--- config.mk ---
export PLATFORM = sky130hd
export DESIGN_NAME = bserial_mac
export DESIGN_NICKNAME = d
export VERILOG_FILES = /design/src/rtl/bserial_pkg.sv /design/src/rtl/bserial_mac.sv
export SDC_FILE = /design/constraint.sdc
export NUM_CORES = 1
export LEC_CHECK = 0
export CORE_AREA = 5 5 152 118
export CTS_CLUSTER_DIAMETER = 60
export DETAILED_ROUTE_END_ITERATION = 6
export DIE_AREA = 0 0 157 123
export PLACE_DENSITY_LB_ADDON = 0.12
export SLEW_MARGIN = 20
export SYNTH_ARGS = -nofsm -noshare
export SYNTH_HDL_FRONTEND = slang
export SYNTH_SLANG_ARGS = --single-unit
--- constraint.sdc ---
create_clock -name clk -period 7.4 [get_ports clk]
set_input_delay 1.11 -clock clk [delete_from_list [all_inputs] [get_ports clk]]
set_output_delay 1.11 -clock clk [all_outputs]
set_load 0.01 [all_outputs]
--- src/rtl/bserial_pkg.sv ---
// Shared definitions for the binary-serial MAC stage.
// Provides the controller state encoding, the default operand and
// partial-sum widths, and the bit-counter width derived from WIDTH.
package bserial_pkg;

  typedef enum logic {
    IDLE = 1'b0,
    RUN  = 1'b1
  } state_t;

  localparam int DEF_WIDTH     = 8;
  localparam int DEF_ACC_WIDTH = 24;

  // Counter must hold 0..WIDTH-1; never narrower than one bit.
  function automatic int cnt_width(input int width);
    return (width < 2) ? 1 : $clog2(width);
  endfunction

  localparam int DEF_CNT_WIDTH = cnt_width(DEF_WIDTH);

endpackage

--- src/rtl/bserial_mac.sv ---
// Binary-serial multiply-accumulate stage of a systolic PE.
// Multiplies a parallel signed weight by a bit-serial (LSB first) signed
// activation, adds the partial sum from the PE above and emits the result.
//
// Ports:
//   clk        clock
//   rst        synchronous active-high reset
//   i_clr      synchronous clear, aborts the current product
//   i_start    first-bit strobe, samples i_weight and i_psum
//   i_ifm_bit  activation bit, LSB first
//   i_weight   signed weight (WIDTH)
//   i_psum     signed partial sum in (ACC_WIDTH)
//   o_ifm_bit  i_ifm_bit delayed one cycle for the right neighbour
//   o_start    i_start delayed one cycle for the right neighbour
//   o_psum     signed accumulated result, held until the next o_valid
//   o_valid    one-cycle pulse, o_psum is new
//   o_busy     high while a product is running
//   o_overrun  one-cycle pulse, an i_start was rejected
module bserial_mac
  import bserial_pkg::*;
#(
  parameter int WIDTH     = DEF_WIDTH,
  parameter int ACC_WIDTH = DEF_ACC_WIDTH
) (
  input  logic                 clk,
  input  logic                 rst,
  input  logic                 i_clr,
  input  logic                 i_start,
  input  logic                 i_ifm_bit,
  input  logic [WIDTH-1:0]     i_weight,
  input  logic [ACC_WIDTH-1:0] i_psum,
  output logic                 o_ifm_bit,
  output logic                 o_start,
  output logic [ACC_WIDTH-1:0] o_psum,
  output logic                 o_valid,
  output logic                 o_busy,
  output logic                 o_overrun
);

  localparam int CNT_W = cnt_width(WIDTH);

  state_t               state;
  logic [CNT_W-1:0]     k;
  logic [ACC_WIDTH-1:0] w;
  logic [ACC_WIDTH-1:0] acc;

  logic [ACC_WIDTH-1:0] weight_ext;
  logic [ACC_WIDTH-1:0] seed_add;
  logic [ACC_WIDTH-1:0] addend;
  logic                 last_bit;

  assign weight_ext = {{(ACC_WIDTH-WIDTH){i_weight[WIDTH-1]}}, i_weight};
  assign seed_add   = i_ifm_bit ? weight_ext : '0;
  assign addend     = i_ifm_bit ? (w << k) : '0;
  assign last_bit   = (k == CNT_W'(WIDTH-1));
  assign o_busy     = (state == RUN);

  // NOTE: every register here is updated with <= so that all flops sample
  // the same pre-edge values; the accumulator reads acc and w from the
  // previous cycle while updating both in the same block.
  always_ff @(posedge clk) begin
    if (rst) begin
      state     <= IDLE;
      k         <= '0;
      w         <= '0;
      acc       <= '0;
      o_ifm_bit <= 1'b0;
      o_start   <= 1'b0;
      o_psum    <= '0;
      o_valid   <= 1'b0;
      o_overrun <= 1'b0;
    end else begin
      // Forwarding to the right neighbour is independent of i_clr.
      o_ifm_bit <= i_ifm_bit;
      o_start   <= i_start;
      o_valid   <= 1'b0;
      o_overrun <= 1'b0;

      if (i_clr) begin
        // o_psum and the weight latch are deliberately left untouched.
        state <= IDLE;
        acc   <= '0;
        k     <= '0;
      end else begin
        case (state)
          IDLE: begin
            if (i_start) begin
              w     <= weight_ext;
              acc   <= i_psum + seed_add;
              k     <= CNT_W'(1);
              state <= RUN;
            end
          end
          RUN: begin
            if (last_bit) begin
              // The sign bit carries weight -2^(WIDTH-1): subtract.
              o_psum  <= acc - addend;
              o_valid <= 1'b1;
              if (i_start) begin
                // Back-to-back: seed the next product in the same cycle.
                w   <= weight_ext;
                acc <= i_psum + seed_add;
                k   <= CNT_W'(1);
              end else begin
                k     <= '0;
                state <= IDLE;
              end
            end else begin
              acc <= acc + addend;
              k   <= k + CNT_W'(1);
              if (i_start) o_overrun <= 1'b1;
            end
          end
          default: state <= IDLE;
        endcase
      end
    end
  end

endmodule

==> After elaboration in Yosys (flattened, before gate mapping) <==
Index checks and enable logic that the tools add are counted.
{ "totals": {"ff_bits": 80, "input_bits": 37, "elab_cells": 40} }
{ "classes": {"add_sub_neg": 4, "n_eq_ne": 3, "shifts": 1, "n_mux": 16, "n_bitwise": 2, "reduce_logical": 5} }
{ "ops": {"columns": ["operator", "count"], "rows": [
  ["$mux W24", 6],
  ["$pmux W24 S2", 2],
  ["$add A24 B24 Y24", 2],
  ["$shl A24 B3 Y24", 1],
  ["$sub A24 B24 Y24", 1],
  ["$mux W3", 2],
  ["$pmux W3 S2", 1],
  ["$mux W1", 4],
  ["$reduce_or A4 Y1", 1],
  ["$add A3 B1 Y3 const B", 1],
  ["$eq A3 B3 Y1 const B", 1],
  ["$reduce_and A3 Y1", 1],
  ["$reduce_or A3 Y1", 1],
  ["$ne A2 B1 Y1 const B", 1],
  ["$ne A2 B2 Y1 const B", 1],
  ["$not A1 Y1", 2],
  ["$pmux W1 S2", 1],
  ["$reduce_and A2 Y1", 1],
  ["$reduce_or A2 Y1", 1]
]} }

==> Depth between registers and ports, before layout <==
{ "depth": {"depth_word": 5, "depth_mapped": 17, "depth_no_buf": 16} }

==> Least setup slack after synthesis <==
OpenSTA, ideal clock, no wires.
{ "synth_path": {"path_kind": "input to register", "start": "in i_ifm_bit", "end": "reg acc[19]", "setup_time_ns": 0.125, "arrival_ns": 3.680, "required_time_ns": 7.275, "setup_slack_ns": 3.595, "path_stages": 13, "cell_sequence": "clkbuf_1 clkbuf_1 and2_1 ha_1 a211oi_1 o31ai_4 a311oi_2 o21ai_1 a31o_1 a21oi_2 xnor2_1 a211oi_1 a211oi_1"} }
{ "synth_between": {"elab_chain_len": 5, "word_cells_on_any_way": 7, "cone_classes": "add/sub (2); mux (5)"} }
{ "synth_lines": {"columns": ["item", "line_no", "text"], "rows": [
  ["start, declared", "bserial_mac.sv:29", "input logic i_ifm_bit,"],
  ["$mux W24", "bserial_mac.sv:53", "assign seed_add = i_ifm_bit ? weight_ext : '0;"],
  ["$add A24 B24 Y24", "bserial_mac.sv:89, bserial_mac.sv:102", null],
  ["$mux W24", "bserial_mac.sv:87, bserial_mac.sv:99", null],
  ["$mux W24", "bserial_mac.sv:95", "if (last_bit) begin"],
  ["$pmux W24 S2 *", "bserial_mac.sv:85", "case (state)"],
  ["end signal, assigned", "bserial_mac.sv:89", "acc <= i_psum + seed_add;"],
  ["end signal, assigned", "bserial_mac.sv:102", "acc <= i_psum + seed_add;"],
  ["end signal, assigned", "bserial_mac.sv:109", "acc <= acc + addend;"],
  ["end, declared", "bserial_mac.sv:45", "logic [ACC_WIDTH-1:0] acc;"]
]} }
Every way passes the cells marked *; elsewhere a longest branch is shown, timed or not.
A chain may end at the register's enable or synchronous reset.

==> Final worst setup path <==
Same ends and word-level chain as after synthesis.

==> qor.csv <==
metric,value,unit
status,"finished, final reports clean",
CTS sink cnt,64,
# hold bufs at CTS,0,
"Primary FF master, synth",dfxtp_1,
die footprint,19310,um2
count of cell types in the netlist,83,
DRC,0,
core area,16360,um2
most frequent cells in the layout,"nor2_1, a21oi_1, nand2_1",
maximum clock insertion buffer count,2,
Startpoint Class,input port,
clk_lat worst skew,330,ps
Sw Ratio,33.12,%
power share of the combinational group,31.7,%
critical path data arrival time,5000,ps
synthesized instance count,843,
PwrDens,159.4,nW/um2
Max Cap Violations,0,
setup_tns,0,ps
Max Clk Rate,0.2084,GHz
Placer Congestion,0.8910,
final instance area,7376,um2
Synth area leaders,"dfxtp_1, ha_1, a21oi_1",
setup bufs post-CTS,0,
clock-pin transition on the worst setup and hold timing paths,60,ps
Core Rows,41,
Syn Nets,954,
crit path max-delay cell type,clkdlybuf4s50_1,
ratio of cells with drive above 1 in the final layout,5.675,%
setup violators final,0,
WS Path Type,in2reg,
RSZ-0062 raised after global routing,false,
share of the synthesized area in the top cell type,20.14,%
DRT antenna net count,0,
Clk pwr share,37.0,%
Critical Path Most Common Cell,a211oi_1,
root buf cell,clkbuf_16,
crit-path max FO,22,
vias in the first global route,5930,
Seq pwr share,31.3,%
worst-case clock skew,7.260,ps
number of synthesized flops with an enable pin,0,
initial antenna violation count,0,
TritonCTS Buffers,9,
Final Hold Fails,0,
CTS tree,built,
Post-Syn Area per Cell,7.547,um2
post-synthesis sequential area ratio,20.14,%
total track usage,18.22,%
die span in y,123,um
final slew viol count,0,
diode count,0,
worst path required time,7600,ps
Area after DPL,7077,um2
routed wire length per instance,16.00,um
crit-path cells,"clkdlybuf4s50_1, nand2_1, inv_1, ha_1, and4_4, a221o_1, a311oi_2, o21ai_1, a31o_1, a21oi_2, xnor2_1, a211oi_1, a211oi_1",
Port Buf Inserts,65,
die width,157,um
vias post-DR,5993,
Total Power,1.176,mW
Post-Route WL,17530,um
internal power,0.7864,mW
Iteration-0 DRC Markers,248,
"Cell Area, Synth",6362,um2
worst vdd ir,87.05,uV
Initial Utilization,38.88,%
number of synthesized register bits,64,
via/cell ratio,5.468,
Max stage delay on crit path,980,ps
crit path time final,4797,ps
Detailed Routing Iterations Pass 1,5,
first-pass GRT wire length,28790,um
Synth-to-Final Area Change,15.93,%
largest net degree at the start of global routing,39,
Synth async-reset ratio,0,%
Hold Crit Class,reg2reg,
crit end category,register,
Resized cells post-CTS,0,
Psw,0.3894,mW
Worst Tran Pin Value,934.9,ps
"area leader, netlist",dfxtp_1,
leak pwr,3.176,nW
Yosys warning total,0,
Final Cycle Share,64.83,%
I/O Pins,66,
htree depth,3,
Detail Placement HPWL,13630,um
gr ovfl total,0,
Max-slew headroom,37.60,%
Nets,987,
[Yosys cell counts (18+ instances only)]
cell type and number:
o21ai_0 39, a21o_1 23, inv_1 42, a211oi_1 32, nand3_1 18, xnor2_1 38, nor2_1 84, a21oi_1 83
ha_1 71, nand2_1 78, nor3_1 22, dfxtp_1 64, clkbuf_1 31
[kinds of logic after synthesis]
group	after synthesis	share of synthesized area, %
XOR/XNOR	48	6.608
flip-flops	64	20.14
adder cells (fa/ha/maj)	74	14.91
multiplexers	19	3.422
buffers and inverters	93	6.450
AO/OA/AOI/OAI	268	27.79
AND/OR/NAND/NOR	277	20.69
[power by group through the flow]
stage / sequential, mW / clock, mW / combinational, mW
finish: 0.368 / 0.436 / 0.372
global route: 0.369 / 0.458 / 0.415
CTS: 0.368 / 0.442 / 0.372
detailed placement: 0.376 / 0 / 0.369
global placement: 0.375 / 0 / 0.366
floorplan: 0.370 / 0 / 0.284
[layer usage]
| layer | up-vias | wire [um] | track usage [%] |
|---|---|---|---|
| met4 | 0 | 165 | 3.631 |
| met3 | 14 | 654 | 3.044 |
| li1 | 3085 | - | - |
| met1 | 2784 | 8475 | 24.23 |
| met2 | 110 | 8237 | 31.38 |
| met5 | - | 0 | 0 |
[worst paths after layout]
kind / depth (start not counted) / slack, ps / endpoint / start
setup / recovery: 13 / 2600 / acc[19] / i_ifm_bit
hold / removal: 2 / 450 / o_psum[13] / o_psum[13]
setup reg to reg: 15 / 3370 / acc[23] / k[1]
hold reg to reg: 2 / 450 / o_psum[13] / o_psum[13]
[per-stage QoR]
stage | std cells | hold WS (ps) | util (%) | setup WS (ps)
CTS | 1096 | 453.4 | 45.07 | 2580
detailed placement | 1080 | 446.2 | 43.24 | 2230
global route | 1096 | 475.6 | 45.07 | 2253
global placement | 1080 | 446.2 | 43.24 | 2315
floorplan | 843 | 465.6 | - | 3595
finish | 1096 | 451.5 | 45.07 | 2603
[worst max-delay path: cells and delay by family]
family / cells / cell delay [ps]
compound gates: 7 / 1520
buf+inv: 2 / 1450
fa+ha+maj: 1 / 430
simple gates: 2 / 410
xor+xnor: 1 / 70
[layout make-up]
type | count | area (um2)
flip-flops and latches | 64 | 1281
well taps | 215 | 269.0
multi-input cells | 686 | 4673
clock inverters | 5 | 56.30
fillers | 1680 | 8989
clock buffers | 11 | 242.7
repair buffers | 69 | 680.7
inverters | 46 | 172.7
[sequential cells by signal, indices dropped and copies added (netlist names)]
register and flops:
o_busy 1, acc 24, w 8, k 3
o_ifm_bit 1, o_valid 1, o_psum 24, o_overrun 1
o_start 1
Note: power is estimated with default switching activity, not from simulation.
